File: config.mk
export PLATFORM = sky130hd
export DESIGN_NAME = key_event_ctrl
export DESIGN_NICKNAME = d
export VERILOG_FILES = /design/src/rtl/key_pkg.sv /design/src/rtl/key_channel.sv /design/src/rtl/key_event_ctrl.sv
export SDC_FILE = /design/constraint.sdc
export NUM_CORES = 1
export LEC_CHECK = 0
export BUFFER_PORTS_ARGS = -buffer_cell sky130_fd_sc_hd__buf_4
export CORE_MARGIN = 4
export CORE_UTILIZATION = 55
export CTS_CLUSTER_SIZE = 12
export DETAILED_ROUTE_END_ITERATION = 10
export PLACE_DENSITY = 0.72
export SYNTH_ARGS = -nofsm -noshare
export SYNTH_HDL_FRONTEND = slang
export SYNTH_HIERARCHICAL = 1
export SYNTH_SLANG_ARGS = --single-unit
File: constraint.sdc
create_clock -name clk -period 2.97 [get_ports clk]
set_input_delay 0.297 -clock clk [delete_from_list [all_inputs] [get_ports clk]]
set_output_delay 0.297 -clock clk [all_outputs]
set_load 0.05 [all_outputs]
File: src/rtl/key_pkg.sv
// rtl/key_pkg.sv - shared types and defaults for the key event controller
// Contents: channel state enum, default timing parameters, key polarity.
package key_pkg;

    typedef enum logic [1:0] {
        KEY_IDLE    = 2'd0,
        KEY_PRESSED = 2'd1,
        KEY_HELD    = 2'd2
    } key_state_t;

    localparam int TICK_DIV_DEF     = 131072;
    localparam int DEB_SAMPLES_DEF  = 3;
    localparam int LONG_TICKS_DEF   = 384;
    localparam int REPEAT_TICKS_DEF = 77;

    // Board buttons pull the line low when pressed.
    localparam logic KEY_ACTIVE_LEVEL = 1'b0;

endpackage

File: src/rtl/key_channel.sv
// rtl/key_channel.sv - one key: synchronizer, debounce, event FSM
// Ports:
//   clk, rst     - system clock, async active-high reset
//   tick         - shared sampling strobe
//   key_raw      - raw active-low button, asynchronous
//   key_down     - debounced level (1 = pressed)
//   key_press, key_short, key_long, key_repeat - single-cycle events
module key_channel
    import key_pkg::*;
#(
    parameter int DEB_SAMPLES  = DEB_SAMPLES_DEF,
    parameter int LONG_TICKS   = LONG_TICKS_DEF,
    parameter int REPEAT_TICKS = REPEAT_TICKS_DEF
) (
    input  logic clk,
    input  logic rst,
    input  logic tick,
    input  logic key_raw,
    output logic key_down,
    output logic key_press,
    output logic key_short,
    output logic key_long,
    output logic key_repeat
);

    localparam int HW = $clog2(LONG_TICKS + 1);
    localparam int RW = $clog2(REPEAT_TICKS + 1);
    localparam logic [HW-1:0] HOLD_LAST = HW'(LONG_TICKS - 1);
    localparam logic [HW-1:0] HOLD_MAX  = HW'(LONG_TICKS);
    localparam logic [RW-1:0] REP_LAST  = RW'(REPEAT_TICKS - 1);
    localparam logic [DEB_SAMPLES-1:0] SAMP_PRESSED  = {DEB_SAMPLES{KEY_ACTIVE_LEVEL}};
    localparam logic [DEB_SAMPLES-1:0] SAMP_RELEASED = {DEB_SAMPLES{~KEY_ACTIVE_LEVEL}};

    logic [1:0]             sync_q;
    logic [DEB_SAMPLES-1:0] deb_q, deb_d;
    logic                   level_q, level_d;
    key_state_t             state_q, state_d;
    logic [HW-1:0]          hold_q, hold_d;
    logic [RW-1:0]          rep_q, rep_d;
    logic                   press_q, press_d;
    logic                   short_q, short_d;
    logic                   long_q, long_d;
    logic                   repeat_q, repeat_d;

    always_ff @(posedge clk or posedge rst) begin
        if (rst) begin
            sync_q   <= {2{~KEY_ACTIVE_LEVEL}};
            deb_q    <= SAMP_RELEASED;
            level_q  <= 1'b0;
            state_q  <= KEY_IDLE;
            hold_q   <= '0;
            rep_q    <= '0;
            press_q  <= 1'b0;
            short_q  <= 1'b0;
            long_q   <= 1'b0;
            repeat_q <= 1'b0;
        end else begin
            sync_q   <= {sync_q[0], key_raw};
            deb_q    <= deb_d;
            level_q  <= level_d;
            state_q  <= state_d;
            hold_q   <= hold_d;
            rep_q    <= rep_d;
            press_q  <= press_d;
            short_q  <= short_d;
            long_q   <= long_d;
            repeat_q <= repeat_d;
        end
    end

    always_comb begin
        deb_d    = deb_q;
        level_d  = level_q;
        state_d  = state_q;
        hold_d   = hold_q;
        rep_d    = rep_q;
        press_d  = 1'b0;
        short_d  = 1'b0;
        long_d   = 1'b0;
        repeat_d = 1'b0;

        // The level decision uses the register contents including this
        // tick's sample, so key_down moves on the edge ending the tick.
        if (tick) begin
            deb_d = {deb_q[DEB_SAMPLES-2:0], sync_q[1]};
            if (deb_d == SAMP_PRESSED) begin
                level_d = 1'b1;
            end else if (deb_d == SAMP_RELEASED) begin
                level_d = 1'b0;
            end
        end

        case (state_q)
            KEY_IDLE: begin
                if (level_d && !level_q) begin
                    state_d = KEY_PRESSED;
                    press_d = 1'b1;
                    hold_d  = '0;
                end
            end
            KEY_PRESSED: begin
                // Release is checked first so it wins over a due long-press.
                if (!level_d) begin
                    state_d = KEY_IDLE;
                    short_d = 1'b1;
                end else if (tick) begin
                    if (hold_q == HOLD_LAST) begin
                        state_d = KEY_HELD;
                        long_d  = 1'b1;
                        hold_d  = HOLD_MAX;
                        rep_d   = '0;
                    end else begin
                        hold_d = hold_q + HW'(1);
                    end
                end
            end
            KEY_HELD: begin
                if (!level_d) begin
                    state_d = KEY_IDLE;
                end else if (tick) begin
                    if (rep_q == REP_LAST) begin
                        repeat_d = 1'b1;
                        rep_d    = '0;
                    end else begin
                        rep_d = rep_q + RW'(1);
                    end
                end
            end
            default: begin
                state_d = KEY_IDLE;
            end
        endcase
    end

    assign key_down   = level_q;
    assign key_press  = press_q;
    assign key_short  = short_q;
    assign key_long   = long_q;
    assign key_repeat = repeat_q;

endmodule

File: src/rtl/key_event_ctrl.sv
// rtl/key_event_ctrl.sv - debounced key event generator for NKEY buttons
// Ports:
//   clk, rst    - system clock, async active-high reset
//   key_in      - raw active-low buttons
//   key_down    - debounced levels
//   key_press, key_short, key_long, key_repeat - per-key event pulses
//   tick        - shared sampling strobe
module key_event_ctrl
    import key_pkg::*;
#(
    parameter int NKEY         = 2,
    parameter int TICK_DIV     = TICK_DIV_DEF,
    parameter int DEB_SAMPLES  = DEB_SAMPLES_DEF,
    parameter int LONG_TICKS   = LONG_TICKS_DEF,
    parameter int REPEAT_TICKS = REPEAT_TICKS_DEF
) (
    input  logic            clk,
    input  logic            rst,
    input  logic [NKEY-1:0] key_in,
    output logic [NKEY-1:0] key_down,
    output logic [NKEY-1:0] key_press,
    output logic [NKEY-1:0] key_short,
    output logic [NKEY-1:0] key_long,
    output logic [NKEY-1:0] key_repeat,
    output logic            tick
);

    localparam int TW = (TICK_DIV > 1) ? $clog2(TICK_DIV) : 1;
    localparam logic [TW-1:0] TICK_LAST = TW'(TICK_DIV - 1);

    logic [TW-1:0] tick_cnt;

    always_ff @(posedge clk or posedge rst) begin
        if (rst) begin
            tick_cnt <= '0;
        end else if (tick_cnt == TICK_LAST) begin
            tick_cnt <= '0;
        end else begin
            tick_cnt <= tick_cnt + TW'(1);
        end
    end

    assign tick = (tick_cnt == TICK_LAST);

    for (genvar k = 0; k < NKEY; k++) begin : g_ch
        key_channel #(
            .DEB_SAMPLES  (DEB_SAMPLES),
            .LONG_TICKS   (LONG_TICKS),
            .REPEAT_TICKS (REPEAT_TICKS)
        ) u_ch (
            .clk        (clk),
            .rst        (rst),
            .tick       (tick),
            .key_raw    (key_in[k]),
            .key_down   (key_down[k]),
            .key_press  (key_press[k]),
            .key_short  (key_short[k]),
            .key_long   (key_long[k]),
            .key_repeat (key_repeat[k])
        );
    end

endmodule
==> flow_summary.toml <==
[die]
initial_core_util_pct = 57.7
fp-row-count = 29
core_area_um2 = 6490
ios = 15
fp.dieH_um = 90.5
dieWidth_um = 90.5
fp.dieArea_um2 = 8200

[synth]
synth_area_um2 = 3750
synth_top_area_cell = "dfrtp_1"
synth_compound_area_share_pct = 18.2
synth_cell_types = 52
async_reset_ff_share_pct = 100
syn_area_per_cell_um2 = 10.4
ys_warn_count = 6
synth_fa_ha_area_share_pct = 3.01
muxShareOfSynthArea_pct = 2.57
synthTopCellsByArea = "dfrtp_1, dfstp_2, nand3_1"
synth_seq_cells = 71
syn_nets = 374
yosysSeqAreaShare_pct = 47.7
synthCells = 361
synth_xor_area_share_pct = 2.57
synthFlopType = "dfrtp_1"
synth_top_family_by_area = "simple AND/OR/NAND/NOR gates"
synth_top_area_share_pct = 42.1
synth-simple-area-share_pct = 22.7
synth_edf_count = 0

[power]
leakage_nw = 1.80
seq_power_share_pct = 48.1
sw_frac_of_total_pct = 20.0
power_density_nw_per_um2 = 482
vdd_drop_max_mv = 0.321
total_power_mw = 2.02
p_int_mw = 1.62
power.switching_mw = 0.404
clkPwrFrac_pct = 50.7
combPwrFrac_pct = 1.2

[cells_and_area]
num_antenna_cells = 0
seqCellArea_um2 = 1790
final_nets = 392
instances_no_fill = 461
multiInputGateArea_um2 = 1840
area_growth_pct = 12.1
drive_gt1_share_pct = 19.8
n_fill_cell = 503

[clocking]
cts_made_buffers = 9
clock_latency_ps = 350
ctsHoldBuffers = 0
cts_max_path_buffers = 2
root_buffer = "clkbuf_8"
cts.sinks = 71
clk_pin_slew_worst_paths_ps = 80
cts_tree = "built"
htreeDepth = 3

[timing]
tns_ps = 0
period_minus_slack_ps = 2720
tightest_slew_ps = 1040
fin_skew_ps = 8.59
fin_hold_ws_ps = 43.9
slew-limit-headroom_pct = 30.4
rsz0062_at_grt = "false"
slew_violations = 0
finalSetupViolCount = 0
fmax_mhz = 367
hold_violations = 0
finalCritPeriodShare_pct = 91.7

[worst_setup_path]
crit_slowest_cell = "dfrtp_1"
crit_required_ps = 3170
slowest_delay_ps = 440
startpoint_type = "flop"
cp_cell_sequence = "and4_1, nand4_1, nor4_2, ha_1, buf_12, nor2b_4, a32o_2, a21boi_2, a31oi_1"
cp_data_arrival_time_ps = 2930
crit_fanout = 19
crit_type = "reg -> reg"
end_kind = "flop"

[hold_path]
hp-class = "in -> async"

[global_route]
grt_usage_pct = 19.3
grt_max_degree = 28
antenna_found_initial = 0
grt_pass1_vias = 2829
globalRouteOverflowTotal = 0
grt_pass1_wl_um = 13000

[detailed_routing]
via_count = 2884
postRouteWirelength_um = 7270
wl_per_cell_um = 15.8
dr.pass1.iters = 4
via_per_inst = 6.26
first_iter_violations = 109
detail-route-antenna-nets = 0
drc = 0

[placement]
routabilityCongestion = 0.820
place_inst = 445
port_buffers = 14
hpwl_um = 4970

[job]
drv_cap = 0

[outcome]
status = "completed"
==> sequential cells by signal (all words and copies together), names as in the netlist <==
| register | flops |
|---|---|
| tick_cnt | 17 |
| g_ch.u_ch/hold_q | 18 |
| g_ch.u_ch/rep_q | 14 |
| g_ch.u_ch/state_q | 4 |
| g_ch.u_ch/key_long | 2 |
| g_ch.u_ch/key_down | 2 |
| g_ch.u_ch/key_press | 2 |
| g_ch.u_ch/key_repeat | 2 |
| g_ch.u_ch/key_short | 2 |
| g_ch.u_ch/deb_q | 4 |
| g_ch.u_ch/sync_q | 4 |
==> metrics by stage <==
step / utilization [%] / area [um2] / setup WS, ps
after global routing: 64.7 / 4200 / 22.1
after floorplan: - / 3750 / 81.3
after CTS: 64.6 / 4200 / 178
final: 64.7 / 4200 / 247
after detailed placement: 60.5 / 3930 / 223
after global placement: 60.5 / 3930 / 337
==> kinds of logic after synthesis <==
logic type      Yosys count
fa+ha+maj                 9
compound gates           86
flops                    71
mux                       9
buf+inv                  26
xor+xnor                 11
simple gates            149
==> worst max-delay path, delay by kind of cell (launching register included) <==
family,cells,cell delay [ps]
adders and majority gates,1,260
and+or+nand+nor,4,910
AOI/OAI and AO/OA,3,810
buffers and inverters,1,170
DFF,1,440
==> placed cells by master, fill, tap and decap left out, drive strengths merged, types with 12 or more instances in the layout <==
cell type and instances:
dfrtp 63, nand2 13, o21ai 12, buf 19, nand2b 12, a31oi 20
and3 12, nor2 28, nand3 26, inv 15, a21oi 12, nand4 12
==> power groups by stage <==
stage	clock (mW)	combinational, mW	sequential, mW
after CTS	1.04	0.0260	0.974
after detailed placement	0	0.0262	0.992
after floorplan	0	0.0166	0.992
final	1.03	0.0242	0.974
after global routing	1.09	0.0292	0.974
after global placement	0	0.0256	0.992
==> layout make-up <==
type                    count  share of cell area [%]
clock buffers               9                    2.95
well taps                  77                    2.29
multi-input cells         264                    43.9
clock inverters             7                    3.42
repair buffers             19                    3.69
flip-flops and latches     71                    42.5
inverters                  14                    1.25
==> what timing repair did <==
action | CTS | global route
setup endpoints to repair | 0 | 14
resized for setup | 0 | 1
buffers inserted | 0 | 0
==> synth_stat cells, types with 8 or more instances <==
cell      count
and3_1       12
a31oi_1      20
nand2b_1     12
inv_1        10
ha_1          9
dfstp_2       8
nor3_1        9
nand2_1      13
nand4_1      11
nor2_1       28
o21ai_1      10
a21oi_1       8
dfrtp_1      63
and4_1        8
nand3_1      26
==> final timing paths <==
kind                                   startpoint                endpoint  slack, ps  cells past startpoint
setup / recovery                      tick_cnt[8]   g_ch[1].u_ch/rep_q[6]        250                      9
hold / removal                                rst             tick_cnt[6]         40                      2
setup reg to reg                      tick_cnt[8]   g_ch[1].u_ch/rep_q[6]        250                      9
hold reg to reg            g_ch[0].u_ch/sync_q[0]  g_ch[0].u_ch/sync_q[1]        360                      0
max in group asynchronous                     rst   g_ch[1].u_ch/rep_q[0]       2120                      2
min in group clk                        key_in[1]  g_ch[1].u_ch/sync_q[0]         60                      1
==> per-layer routing <==
metal	vias up	track usage [%]	routed length, um
met5	-	0	0
met4	0	8.80	158
met3	19	3.92	298
met2	79	28.4	3290
met1	1398	27.4	3520
li1	1388	-	-
(Power assumes the default switching activity.)
